**config.mk**
```make
export PLATFORM = sky130hd
export DESIGN_NAME = arcade_input_ctrl
export DESIGN_NICKNAME = d
export VERILOG_FILES = /design/src/rtl/arcade_input_ctrl.sv
export SDC_FILE = /design/constraint.sdc
export NUM_CORES = 1
export LEC_CHECK = 0
export BUFFER_PORTS_ARGS = -buffer_cell sky130_fd_sc_hd__clkbuf_2
export CAP_MARGIN = 20
export CORE_ASPECT_RATIO = 2
export CORE_MARGIN = 5
export CORE_UTILIZATION = 35
export DETAILED_ROUTE_END_ITERATION = 16
export SLEW_MARGIN = 5
export SYNTH_ARGS = -nofsm -noshare
export SYNTH_HDL_FRONTEND = slang
export SYNTH_SLANG_ARGS = --single-unit
```
**constraint.sdc**
```tcl
create_clock -name clk_sys -period 6.3 [get_ports clk_sys]
set_clock_uncertainty 0.2 [all_clocks]
set_input_delay 0.945 -clock clk_sys [delete_from_list [all_inputs] [get_ports clk_sys]]
set_output_delay 0.945 -clock clk_sys [all_outputs]
set_load 0.1 [all_outputs]
```
**src/rtl/arcade_input_ctrl.sv**
```systemverilog
// Input conditioning for the game core: PS/2 key state, joystick merge,
// opposite-direction filtering and fixed-width coin pulse generation.
module arcade_input_ctrl #(
  parameter int COIN_PULSE = 200000,
  parameter int COIN_CNT_W = 20
) (
  input  logic        clk_sys,
  input  logic        reset,
  input  logic [10:0] ps2_key,
  input  logic [15:0] joystick_0,
  input  logic [15:0] joystick_1,
  output logic [1:0]  but_coin_s,
  output logic [1:0]  but_fire_s,
  output logic [1:0]  but_bomb_s,
  output logic [1:0]  but_select_s,
  output logic [1:0]  but_up_s,
  output logic [1:0]  but_down_s,
  output logic [1:0]  but_left_s,
  output logic [1:0]  but_right_s,
  output logic        but_test_s
);

  // Coin FSM states
  //   WAIT_REL | output high, waiting for req to drop (after reset)
  //   IDLE     | output high, armed for the next request
  //   PULSE    | output low, counter running down
  //   HOLD     | output high, waiting for req to drop (after a pulse)
  typedef enum logic [1:0] {S_WAIT_REL, S_IDLE, S_PULSE, S_HOLD} coin_state_e;

  localparam int K_P1_UP = 0,  K_P1_DN = 1,  K_P1_LF = 2,  K_P1_RT = 3;
  localparam int K_P2_UP = 4,  K_P2_DN = 5,  K_P2_LF = 6,  K_P2_RT = 7;
  localparam int K_FIRE1 = 8,  K_FIRE2 = 9,  K_BOMB1 = 10, K_BOMB2 = 11;
  localparam int K_ST1A  = 12, K_ST1B  = 13, K_ST2A  = 14, K_ST2B  = 15;
  localparam int K_COIN1 = 16, K_COIN2 = 17, K_TEST  = 18;
  localparam int NKEYS   = 19;

  localparam logic [COIN_CNT_W-1:0] CNT_LOAD = COIN_CNT_W'(COIN_PULSE - 1);

  logic             toggle_q;
  logic [NKEYS-1:0] key_q, key_d, key_hit;
  logic             ps2_evt;
  logic [1:0]       up_m, dn_m, lf_m, rt_m, fire_m, bomb_m, select_m, coin_req;
  logic [1:0]       up_q, dn_q, lf_q, rt_q, fire_q, bomb_q, select_q, coin_q;
  logic             test_q;

  coin_state_e            state_q [2];
  logic [COIN_CNT_W-1:0]  cnt_q   [2];

  logic unused_joy_bits;
  assign unused_joy_bits = ^{joystick_0[15:8], joystick_1[15:8]};

  // Arrow keys ignore the extended flag; every other key needs it clear.
  always_comb begin
    key_hit = '0;
    case (ps2_key[7:0])
      8'h75: key_hit[K_P1_UP] = 1'b1;
      8'h72: key_hit[K_P1_DN] = 1'b1;
      8'h6B: key_hit[K_P1_LF] = 1'b1;
      8'h74: key_hit[K_P1_RT] = 1'b1;
      8'h2D: key_hit[K_P2_UP] = ~ps2_key[8];
      8'h2B: key_hit[K_P2_DN] = ~ps2_key[8];
      8'h23: key_hit[K_P2_LF] = ~ps2_key[8];
      8'h34: key_hit[K_P2_RT] = ~ps2_key[8];
      8'h14: key_hit[K_FIRE1] = ~ps2_key[8];
      8'h1C: key_hit[K_FIRE2] = ~ps2_key[8];
      8'h29: key_hit[K_BOMB1] = ~ps2_key[8];
      8'h1B: key_hit[K_BOMB2] = ~ps2_key[8];
      8'h05: key_hit[K_ST1A]  = ~ps2_key[8];
      8'h16: key_hit[K_ST1B]  = ~ps2_key[8];
      8'h06: key_hit[K_ST2A]  = ~ps2_key[8];
      8'h1E: key_hit[K_ST2B]  = ~ps2_key[8];
      8'h2E: key_hit[K_COIN1] = ~ps2_key[8];
      8'h36: key_hit[K_COIN2] = ~ps2_key[8];
      8'h2C: key_hit[K_TEST]  = ~ps2_key[8];
      default: ;
    endcase
  end

  assign ps2_evt = ps2_key[10] ^ toggle_q;
  assign key_d   = ps2_evt ? ((key_q & ~key_hit) | (key_hit & {NKEYS{ps2_key[9]}}))
                           : key_q;

  assign up_m   = {key_q[K_P2_UP] | joystick_1[3], key_q[K_P1_UP] | joystick_0[3]};
  assign dn_m   = {key_q[K_P2_DN] | joystick_1[2], key_q[K_P1_DN] | joystick_0[2]};
  assign lf_m   = {key_q[K_P2_LF] | joystick_1[1], key_q[K_P1_LF] | joystick_0[1]};
  assign rt_m   = {key_q[K_P2_RT] | joystick_1[0], key_q[K_P1_RT] | joystick_0[0]};
  assign fire_m = {key_q[K_FIRE2] | joystick_1[4], key_q[K_FIRE1] | joystick_0[4]};
  assign bomb_m = {key_q[K_BOMB2] | joystick_1[5], key_q[K_BOMB1] | joystick_0[5]};

  assign select_m[0] = key_q[K_ST1A] | key_q[K_ST1B] | joystick_0[6] | joystick_1[6];
  assign select_m[1] = key_q[K_ST2A] | key_q[K_ST2B] | joystick_0[7] | joystick_1[7];

  assign coin_req = {key_q[K_COIN2], key_q[K_COIN1] | select_m[0] | select_m[1]};

  always_ff @(posedge clk_sys or posedge reset) begin
    if (reset) begin
      toggle_q <= 1'b0;
      key_q    <= '0;
      up_q     <= 2'b11;
      dn_q     <= 2'b11;
      lf_q     <= 2'b11;
      rt_q     <= 2'b11;
      fire_q   <= 2'b11;
      bomb_q   <= 2'b11;
      select_q <= 2'b11;
      test_q   <= 1'b1;
    end else begin
      toggle_q <= ps2_key[10];
      key_q    <= key_d;
      // Opposing pairs cancel; outputs are active-low.
      up_q     <= ~(up_m & ~dn_m);
      dn_q     <= ~(dn_m & ~up_m);
      lf_q     <= ~(lf_m & ~rt_m);
      rt_q     <= ~(rt_m & ~lf_m);
      fire_q   <= ~fire_m;
      bomb_q   <= ~bomb_m;
      select_q <= ~select_m;
      test_q   <= ~key_q[K_TEST];
    end
  end

  always_ff @(posedge clk_sys or posedge reset) begin
    if (reset) begin
      for (int i = 0; i < 2; i++) begin
        state_q[i] <= S_WAIT_REL;
        cnt_q[i]   <= '0;
      end
      coin_q <= 2'b11;
    end else begin
      for (int i = 0; i < 2; i++) begin
        coin_q[i] <= (state_q[i] != S_PULSE);
        case (state_q[i])
          S_WAIT_REL, S_HOLD: begin
            if (!coin_req[i]) state_q[i] <= S_IDLE;
          end
          S_IDLE: begin
            if (coin_req[i]) begin
              cnt_q[i]   <= CNT_LOAD;
              state_q[i] <= S_PULSE;
            end
          end
          S_PULSE: begin
            if (cnt_q[i] == '0) state_q[i] <= S_HOLD;
            else                cnt_q[i]   <= cnt_q[i] - 1'b1;
          end
          default: state_q[i] <= S_WAIT_REL;
        endcase
      end
    end
  end

  assign but_coin_s   = coin_q;
  assign but_fire_s   = fire_q;
  assign but_bomb_s   = bomb_q;
  assign but_select_s = select_q;
  assign but_up_s     = up_q;
  assign but_down_s   = dn_q;
  assign but_left_s   = lf_q;
  assign but_right_s  = rt_q;
  assign but_test_s   = test_q;

endmodule

```
==> metrics.txt <==
Crit path buffers/inverters 1; cell family with most CP delay simple AND/OR/NAND/NOR gates; Worst Reg-to-Reg Cells 7; slowest stage cell, crit path or4b_2; GR Util All Layers 14.1%; via count 3380; Tightest Hold Check Type flip-flop to flip-flop; Clk Tree Root Cell clkbuf_16; global route total overflow 0; setup TNS 0 ns; FMAX 0.347 GHz; post-DR wirelength/cell 15.9 microns; CP startpoint ps2_key[10]; outcome complete, no violations; later-pin clock latency in the skew report 0.33 ns; first-pass GRT wire length 16500 microns; # H-tree levels 3; Syn Std Cell Area 4260 sq um; cells along the critical path clkbuf_2 -> xor2_1 -> nand2_1 -> or4b_2 -> nor4b_1 -> mux2_2; largest family of logic cells by synthesized area simple AND/OR/NAND/NOR gates; clk sink count 81; crit path max fanout 4; vias in the first global route 3467; Seq/Total Area, Yosys 48.1%; worst r2r src state_q[1]; Die Ht 166 microns; top_reg_cell synth dfrtp_1; Port Buffers 45; Critical Path Stages 6; Unique masters post-synth 59; maximum number of pins on one net before global-route repair 82; Iter 0 DRT Violations 169; Clock Path Buffers 2; max cap viols 0; post-CTS resize count 0; Initial Util 35.3%; Setup CP Type input pin to flip-flop; antenna diode count 0; Core Box Area 12100 sq um; layout cells sized above 1 24.8%; Synth Area in Compound Gates 13.5%; fin. max-slew vios 0; fin crit period 2.88 ns; mux cell area share after synthesis 5.46%; TritonCTS buffer count 9; initial antenna violation count 0; chip width 88.0 microns; GPL Wtd Cong 0.790; FF-to-FF End cnt_q[14]; worst vdd ir 0.213 mV; Hold Fails Final Rpt 0; nets@finish 516; Post-synth top cells dfrtp_1 (64), nor2_1 (35), nand2_1 (29), a21oi_1 (21), mux2_2 (18); asr flop ratio synth 100%; Synth-to-Final Area Change 15.9%; Synth Area in Adders 2.35%; Synth Area in Simple Gates 24.6%; Mapped Cells 422; Power Total 1.63 mW; Syn Nets 475; DRT Pass-1 Iters 4; EDFF count, synth 0; Final Setup Violations 0; I/O pins 62; r2r setup slk 3.54 ns; post-synth top area cell dfrtp_1; CP peak stage delay 0.71 ns; synth top area cells dfrtp_1 (38%), dfstp_2 (10%), mux2_2 (4.8%); Worst setup SP type input pin; Pleak 2.09 nW; DR DRC count 0; PwrDens 331 nW/um^2; Avg Inst Size Synth 10.1 sq um; dpl hpwl 7180 microns; CTS tree done; Rows 57; XOR/XNOR share of the synthesized area 2.67%; RSZ-0062 raised after global routing no; top-count cell post-synth dfrtp_1; Slew @ Worst Pin 0.851 ns; Synth Register Bits 81; worst endpoint data arrival time 2.90 ns; Die ar. 14600 sq um; Synth top area share 37.6%; final wirelength 9770 microns; # hold bufs at CTS 0; Worst EP required 6.32 ns; Routed Antenna Nets 0; vias per cell 5.50; synthesis warning total 0; Setup crit end kind flip-flop; relative slew slack 42.5%; post-CTS setup buffers 0; Clock transition at path regs 0.06 ns; Tcrit/Tclk final 45.7%
metal layers:
metal | vias up | share of wire, % | track usage (%) | wire [microns]
met5 | - | 0 | 0 | 0
met4 | 0 | 1.0 | 5.46 | 101
met3 | 7 | 2.9 | 2.73 | 282
met2 | 56 | 58 | 25.5 | 5690
met1 | 1673 | 38 | 15.7 | 3700
li1 | 1644 | - | - | -
cell usage in the layout, fill, tap and decap left out, types with 6 or more instances in the layout:
cell and count:
o21ai_1 7, o31ai_1 10, xor2_1 11, clkbuf_16 9
nor2_1 35, a21oi_1 21, nor4_1 7, nand4_1 6
or3_1 14, ha_1 8, nand2_1 29, dfrtp_1 64
or4_1 16, dfstp_2 17, o21ai_0 16, nor3_1 13
clkbuf_2 45, nor4b_1 6, mux2_2 18, nand3_1 15
inv_1 15, o211ai_1 9
area by class of cell:
cell class,instances,area [sq um]
Clock buffer,12,256
Tap cell,147,184
Fill cell,1160,7120
Sequential cell,81,2050
Clock inverter,4,51.3
Timing Repair Buffer,48,268
Inverter,16,61.3
Multi-Input combinational cell,307,2070
cells by family after synthesis:
group                    after synthesis
multiplexers                          21
buffers and inverters                 34
AND/OR/NAND/NOR                      180
XOR/XNOR                              13
AO/OA/AOI/OAI                         85
flip-flops                            81
adder cells (fa/ha/maj)                8
where the power goes:
group / internal, mW / switching [mW]
Clock: 0.329 / 0.205
Combinational: 0.142 / 0.269
Sequential: 0.601 / 0.0870
Total: 1.07 / 0.561
through the flow:
| stage | area, sq um | hold WS [ns] | setup slack, ns | instances | utilization, % |
|---|---|---|---|---|---|
| final | 4940 | 0.186 | 3.42 | 615 | 41.0 |
| after CTS | 4910 | 0.189 | 3.41 | 614 | 40.7 |
| after global routing | 4940 | 0.208 | 3.25 | 615 | 41.0 |
| after detailed placement | 4600 | 0.170 | 3.06 | 598 | 38.2 |
| after floorplan | 4260 | 0.145 | 3.10 | 422 | - |
| after global placement | 4600 | 0.168 | 3.14 | 598 | 38.2 |
worst min-delay path by stage:
| stage | cells past startpoint | to | slack (ns) |
|---|---|---|---|
| 2_1_floorplan | 1 | but_test_s | 0.15 |
| 3_3_place_gp | 1 | but_test_s | 0.17 |
| 3_5_place_dp | 1 | but_test_s | 0.17 |
| 4_1_cts | 1 | but_test_s | 0.19 |
| 5_1_grt | 1 | but_test_s | 0.21 |
| 6_report | 1 | but_test_s | 0.19 |
(Power assumes the default switching activity.)
